### config.mk
export PLATFORM = sky130hd
export DESIGN_NAME = fetch_buffer
export DESIGN_NICKNAME = d
export VERILOG_FILES = /design/src/rtl/fetch_pkg.sv /design/src/rtl/fetch_fifo.sv /design/src/rtl/fetch_buffer.sv
export SDC_FILE = /design/constraint.sdc
export NUM_CORES = 1
export LEC_CHECK = 0
export ABC_AREA = 1
export BUFFER_PORTS_ARGS = -buffer_cell sky130_fd_sc_hd__buf_4
export CAP_MARGIN = 20
export CORE_MARGIN = 2
export CORE_UTILIZATION = 45
export DETAILED_ROUTE_END_ITERATION = 16
export GPL_TIMING_DRIVEN = 1
export PLACE_DENSITY = 0.64
export SYNTH_ARGS = -nofsm -noshare
export SYNTH_HDL_FRONTEND = slang
export SYNTH_SLANG_ARGS = --single-unit
export TNS_END_PERCENT = 20
### constraint.sdc
create_clock -name clk -period 13.3 [get_ports clk]
set_clock_uncertainty 0.1 [all_clocks]
set_input_delay 3.99 -clock clk [delete_from_list [all_inputs] [get_ports clk]]
set_output_delay 3.99 -clock clk [all_outputs]
set_load 0.05 [all_outputs]
### src/rtl/fetch_pkg.sv
// Shared types and constants for the instruction fetch front end.
// Optional feature macro: FETCH_BYPASS_EN (used by fetch_buffer).
package fetch_pkg;

    localparam int          INSTR_W          = 32;
    localparam logic [31:0] PC_STEP          = 32'd4;
    localparam logic [31:0] RESET_PC_DEFAULT = 32'h0000_0000;

    typedef enum logic [1:0] {
        IDLE,
        WAIT,
        DROP
    } fetch_state_e;

    typedef struct packed {
        logic [31:0]        pc;
        logic [INSTR_W-1:0] ins;
    } fetch_entry_t;

endpackage

### src/rtl/fetch_fifo.sv
// Synchronous FIFO of fetched {pc, ins} entries with flush.
// Flush takes priority over push/pop in the same cycle.
module fetch_fifo
    import fetch_pkg::*;
#(
    parameter int DEPTH = 4
) (
    input  logic                     clk,
    input  logic                     rst_n,
    input  logic                     flush,
    input  logic                     push,
    input  fetch_entry_t             wdata,
    input  logic                     pop,
    output fetch_entry_t             head,
    output logic [$clog2(DEPTH):0]   count
);

    localparam int AW = $clog2(DEPTH);
    localparam int CW = AW + 1;

    fetch_entry_t  mem [DEPTH];
    logic [AW-1:0] rd_ptr;
    logic [AW-1:0] wr_ptr;

    always_ff @(posedge clk or negedge rst_n) begin
        if (!rst_n) begin
            rd_ptr <= '0;
            wr_ptr <= '0;
            count  <= '0;
        end else if (flush) begin
            rd_ptr <= '0;
            wr_ptr <= '0;
            count  <= '0;
        end else begin
            if (push) wr_ptr <= wr_ptr + AW'(1);
            if (pop)  rd_ptr <= rd_ptr + AW'(1);
            count <= count + CW'(push) - CW'(pop);
        end
    end

    always_ff @(posedge clk) begin
        if (push && !flush) mem[wr_ptr] <= wdata;
    end

    assign head = mem[rd_ptr];

endmodule

### src/rtl/fetch_buffer.sv
// Fetch front end: owns the PC, fetches over req/ack, buffers words for decode.
// Define FETCH_BYPASS_EN to forward an ack straight to decode when the FIFO is empty.
module fetch_buffer
    import fetch_pkg::*;
#(
    parameter int          DEPTH    = 4,
    parameter logic [31:0] RESET_PC = RESET_PC_DEFAULT
) (
    input  logic               clk,
    input  logic               rst_n,
    output logic               imem_req,
    output logic [31:0]        imem_addr,
    input  logic               imem_ack,
    input  logic [INSTR_W-1:0] imem_rdata,
    input  logic               redirect,
    input  logic [31:0]        redirect_pc,
    output logic               ins_valid,
    input  logic               ins_ready,
    output logic [INSTR_W-1:0] ins,
    output logic [31:0]        ins_pc
);

    localparam int            CW   = $clog2(DEPTH) + 1;
    localparam logic [CW-1:0] FULL = CW'(DEPTH);

    fetch_state_e  state, state_n;
    logic [31:0]   fetch_pc, fetch_pc_n, addr_n, pc_inc;
    logic [CW-1:0] count, count_pop, count_nxt;
    fetch_entry_t  head, wdata;
    logic          has_data, pop, take, byp, push;

    assign pc_inc   = imem_addr + PC_STEP;
    assign has_data = count != '0;
    assign pop      = has_data && ins_ready;
    assign take     = (state == WAIT) && imem_ack && !redirect;
`ifdef FETCH_BYPASS_EN
    assign byp      = take && !has_data;
`else
    assign byp      = 1'b0;
`endif
    // A bypassed word consumed this cycle never enters the FIFO.
    assign push      = take && !(byp && ins_ready);
    assign count_pop = count - CW'(pop);
    assign count_nxt = count_pop + CW'(push);
    assign wdata     = '{pc: imem_addr, ins: imem_rdata};
    assign imem_req  = state != IDLE;

    always_comb begin
        state_n    = state;
        fetch_pc_n = fetch_pc;
        addr_n     = imem_addr;
        if (redirect) fetch_pc_n = {redirect_pc[31:2], 2'b00};
        unique case (state)
            IDLE: begin
                if (!redirect && count_pop < FULL) begin
                    state_n = WAIT;
                    addr_n  = fetch_pc;
                end
            end
            WAIT: begin
                if (redirect) begin
                    state_n = imem_ack ? IDLE : DROP;
                end else if (imem_ack) begin
                    fetch_pc_n = pc_inc;
                    if (count_nxt < FULL) addr_n = pc_inc;
                    else state_n = IDLE;
                end
            end
            DROP: begin
                if (imem_ack) state_n = IDLE;
            end
            default: state_n = IDLE;
        endcase
    end

    always_ff @(posedge clk or negedge rst_n) begin
        if (!rst_n) begin
            state     <= IDLE;
            fetch_pc  <= RESET_PC;
            imem_addr <= RESET_PC;
        end else begin
            state     <= state_n;
            fetch_pc  <= fetch_pc_n;
            imem_addr <= addr_n;
        end
    end

    always_comb begin
        ins_valid = has_data;
        ins       = has_data ? head.ins : '0;
        ins_pc    = has_data ? head.pc  : '0;
`ifdef FETCH_BYPASS_EN
        if (byp) begin
            ins_valid = 1'b1;
            ins       = imem_rdata;
            ins_pc    = imem_addr;
        end
`endif
    end

    fetch_fifo #(
        .DEPTH (DEPTH)
    ) u_fifo (
        .clk   (clk),
        .rst_n (rst_n),
        .flush (redirect),
        .push  (push),
        .wdata (wdata),
        .pop   (pop),
        .head  (head),
        .count (count)
    );

endmodule

# --- Word-level counts from Yosys, hierarchy flattened ---
# Memory sizes are Yosys's and may differ from the RTL's.
# Index checks and enable logic that the tools add are counted.
# W data, S select, Z words.
word_totals:
  ff_bits: 73
  ramBits: 256
  inputBits: 69
  wordCells: 64
  n_memories: 1
memory_table:
  columns: ["memory", "depth", "width", "rd", "rd_clocked_by_memory_dff", "write_ports", "line", "text"]
  rows:
  - ["u_fifo.mem", 4, 64, 1, 0, 1, "fetch_fifo.sv:21", "fetch_entry_t mem [DEPTH];"]
classes:
  add_sub_neg: 7
  order_cmp: 2
  n_eq_ne: 9
  mux: 25
  reduce_logical: 14
ops:
  columns: ["op", "count"]
  rows:
  - ["$mux W32", 10]
  - ["$pmux W32 S2", 1]
  - ["$add A32 B3 Y32 const B", 1]
  - ["$mux W2", 10]
  - ["$ne A2 B2 Y1 const B", 4]
  - ["$reduce_bool A2 Y1", 4]
  - ["$add A3 B1 Y3", 2]
  - ["$lt A3 B3 Y1 const B", 2]
  - ["$ne A3 B3 Y1 const B", 2]
  - ["$pmux W2 S3", 1]
  - ["$sub A3 B1 Y3", 2]
  - ["$logic_and A1 B1 Y1", 5]
  - ["$reduce_and A5 Y1", 1]
  - ["$add A2 B1 Y2 const B", 2]
  - ["$reduce_and A4 Y1", 1]
  - ["$mux W3", 1]
  - ["$reduce_bool A3 Y1", 1]
  - ["$eq A2 B1 Y1 const B", 1]
  - ["$eq A2 B2 Y1 const B", 1]
  - ["$logic_not A2 Y1", 1]
  - ["$mux W1", 2]
  - ["$ne A2 B1 Y1 const B", 1]
  - ["$logic_not A1 Y1", 1]

# --- Logic depth before layout (Yosys ltp) ---
depth:
  ltp_word: 9
  ltp_mapped: 16

# --- By module ---
# A second synthesis with hierarchy kept.
hier_totals:
  hier_cells: 1539
  hier_area_um2: 15255.9
modules_own_cells:
  columns: ["mod", "n_inst", "cells_each", "area_per_inst_um2"]
  rows:
  - ["fetch_fifo", 1, 798, 10649.0]
  - ["fetch_buffer", 1, 741, 4606.9]

# --- Worst setup path before layout ---
# Ideal clock, no wire load.
synth_timing:
  path_kind: "input to register"
  start: "input redirect"
  end: "memory u_fifo.mem[0][0] in the netlist's numbering, enable pin"
  setup_time_ns: 0.486
  arrival_time_ns: 7.151
  required_time_ns: 12.714
  path_slack_ns: 5.562
  path_stages: 4
  path_buffers: 1
  path_cell_list: "buf_2 nor2_4 inv_1 nor2_1"
synth_via:
  elab_chain_cells: 5
synth_rtl:
  columns: ["element", "line", "text"]
  rows:
  - ["start, declared", "fetch_buffer.sv:15", "input logic redirect,"]
  - ["$logic_not A1 Y1 (*)", "fetch_fifo.sv:42, fetch_buffer.sv:35", null]
  - ["$logic_and A1 B1 Y1", "fetch_buffer.sv:35", "assign take = (state == WAIT) && imem_ack && !redirect;"]
  - ["$logic_and A1 B1 Y1 (*)", "fetch_fifo.sv:42", "if (push && !flush) mem[wr_ptr] <= wdata;"]
  - ["$mux W1 (*)", "fetch_fifo.sv:42", null]
  - ["$mux W1 (not written as such) (*)", "fetch_fifo.sv:42", null]
  - ["end, declared", "fetch_fifo.sv:21", null]
# Every way passes the cells marked *; elsewhere a longest branch is shown, timed or not.

# --- Worst setup path in the final report ---
layout_timing:
  start: "register u_fifo.rd_ptr[0]"
  end: "output ins_pc[23]"
layout_via:
  elab_chain_cells: 2
layout_rtl:
  columns: ["element", "line", "text"]
  rows:
  - ["start, declared", "fetch_fifo.sv:22", "logic [AW-1:0] rd_ptr;"]
  - ["start signal, assigned", "fetch_fifo.sv:36", "if (pop) rd_ptr <= rd_ptr + AW'(1);"]
  - ["$mem_v2 Z4 W64", null, null]
  - ["$mux W32", "fetch_buffer.sv:91", "ins_pc = has_data ? head.pc : '0;"]
  - ["end, declared", "fetch_buffer.sv:20", "output logic [31:0] ins_pc"]
# Every way passes these cells.

==> results_dict.tcl <==
set metrics [dict create \
    status "finished, final reports clean" \
    num_antenna_cells 0 \
    yosys_most_used_dff "edfxtp_1" \
    fmax_ghz 0.1412 \
    num_vias 10460 \
    drv_cap 0 \
    worstMarginPinSlew_ps 1026 \
    vdd_drop_max_v 0.0001339 \
    layout_min_cycle_time_ps 7080 \
    dp_hpwl_um 20090 \
    hold_end "fetch_pc[17]" \
    core_um2 31470 \
    stdcell_count 1994 \
    clkLatencyLatePin_ps 520 \
    die_area_um2 33330 \
    crit_required_ps 9210 \
    worstReg2RegStart "u_fifo.count[1]" \
    vias_per_cell 5.243 \
    fin_ws_ps 6220 \
    cts.sinks 329 \
    crit_arrival_ps 2990 \
    period_share 0.5324 \
    crit_fanout 66 \
    cts-root-buf "clkbuf_16" \
    hold_viol 0 \
    yosysMostFrequentCell "nor2_1" \
    setup_viol 0 \
    first_iter_violations 867 \
    start_util 0.4559 \
    worstRegToRegCells 14 \
    cts.clk_slew.worst_paths_ps 60 \
    hold_class "reg2reg" \
    whs_path_depth 2 \
    fin_nets 1646 \
    synthToLayoutAreaGrowth_pct 19.09 \
    die_height_um 182.6 \
    grt.total_usage 0.2104 \
    row_count 65 \
    tns_ps 0 \
    synthDistinctLibCells 31 \
    grt_max_degree 123 \
    grt-ovfl-total 0 \
    clockBufferDepth 3 \
    synth-seq-cells 329 \
    endpoint_kind "primary output" \
    drt_first_pass_iters 5 \
    yosysTopAreaCellShare 0.5358 \
    syn_avg_cell_area_um2 10.09 \
    grt_pass1_wl_um 54680 \
    yosys_warnings 0 \
    crit_start "u_fifo.rd_ptr[0]" \
    yosys.area.top_type "edfxtp_1" \
    cts.repair.resized 0 \
    cts_buffers 36 \
    cts_tree "yes" \
    n_fill_cell 2762 \
    slew_violations 0 \
    relSlewSlack 0.3157 \
    first_global_vias 9780 \
    criticalPathCategory "reg2out" \
    drc_errors 0 \
    wl_per_cell_um 17.59 \
    totalWireLength_um 35080 \
    p_per_area_nw_per_um2 235.3 \
    regArea_um2 9519 \
    drt.antenna.violating_nets 0 \
    dp_cells 1930 \
    r2r_slack_ps 8910 \
    critPathLaunchType "flop" \
    pre_cts_ws_ps 6337 \
    synth_fp_nets 1501 \
    synth-edff-count 256 \
    r2r_end "imem_addr[26]" \
    synthArstFlopShare 0.2219 \
    fp.dieW_um 182.6 \
    antenna_found_initial 0 \
    syn_inst 1422 \
    io_pins 167 \
    yosys-top-cells-area "edfxtp_1 (54%), dfrtp_1 (13%), nor2_1 (8.6%)" \
    ctsHoldBuffers 0 \
    p_leak_nw 6.704 \
    synth_area_um2 14350 \
    drive_above_1_share 0.1621 \
    multi_input_area_um2 4244 \
    ys_seq_area_frac 0.6631 \
    synthTopCellsByCount "nor2_1 (327), edfxtp_1 (256), nand2_1 (245), o21ai_0 (153), a21oi_1 (83)" \
    gp_congestion 0.8570 \
    rsz0062_at_grt "false" \
    hold_start "fetch_pc[17]" \
    htree_levels 2 \
    port_buffers 164 \
    timing.hold.ws_ps 390.1 \
    post_cts_buffers 0 \
]
[cells in the final DEF (no fill, tap or decap), drive strengths merged]
cell	count
a21oi	83
a22oi	2
and3	1
buf	177
bufinv	3
clkbuf	49
clkinv	12
dfrtp	73
edfxtp	256
fa	1
ha	9
inv	81
nand2	246
nand3	70
nand3b	4
nand4	1
nor2	329
nor3	2
o211ai	10
o21ai	153
o21bai	1
o22ai	8
or2	14
xnor2	2
xor2	5
[metrics by stage]
step           power, mW  utilization  cell area, um^2
2_1_floorplan      2.546            -            14350
3_3_place_gp       3.049       0.5051            15900
3_5_place_dp       3.067       0.5051            15900
4_1_cts            4.042       0.5420            17060
5_1_grt            4.226       0.5429            17090
6_report           4.021       0.5429            17090
[per-layer routing]
layer | vias to the layer above | wire [um] | track usage
li1 | 5082 | - | -
met1 | 5002 | 15720 | 0.2967
met2 | 311 | 16430 | 0.3410
met3 | 60 | 2027 | 0.03073
met4 | 0 | 897 | 0.06161
met5 | - | 0 | 0
[layout make-up]
| type | count | area share |
|---|---|---|
| Tap cell | 402 | 0.02944 |
| Timing Repair Buffer | 177 | 0.07893 |
| Clock buffer | 49 | 0.05924 |
| Clock inverter | 14 | 0.008860 |
| Sequential cell | 329 | 0.5571 |
| Inverter | 82 | 0.01809 |
| Multi-Input combinational cell | 941 | 0.2484 |
[kinds of logic (layout without fill, tap and decap cells)]
| logic type | count (synthesis) | after routing | synth area share |
|---|---|---|---|
| and+or+nand+nor | 667 | 667 | 0.1870 |
| DFF | 329 | 329 | 0.6631 |
| AOI/OAI and AO/OA | 257 | 257 | 0.09261 |
| buffers and inverters | 152 | 322 | 0.04377 |
| adders and majority gates | 10 | 10 | 0.009243 |
| xor gates and xnor gates | 7 | 7 | 0.004273 |
[state kept, by name, indices dropped and copies added (netlist names)]
register       count
u_fifo.rd_ptr      2
imem_addr         32
u_fifo.wr_ptr      2
fetch_pc          32
state              2
u_fifo.count       3
u_fifo.mem       256
[critical path, cell delays in order (launching register included)]
cell and delay [ps]:
dfrtp_4 910, buf_4 710, nor2_1 110, nor2_1 120, o21ai_0 120, a21oi_1 220
buf_4 250
[power by group]
part	total (mW)	leakage (nW)	switching (mW)	internal, mW
combinational	1.61	2.92	1.17	0.436
clock	0.972	0.572	0.381	0.591
sequential	1.44	3.21	0.184	1.26
[worst max path at each step]
stage	to
final	ins_pc[23]
after global routing	ins[2]
after CTS	ins_pc[18]
after detailed placement	imem_addr[9]
after global placement	u_fifo.mem[1][9]
after floorplan	u_fifo.mem[0][0]
Note: power is estimated with default switching activity, not from simulation.
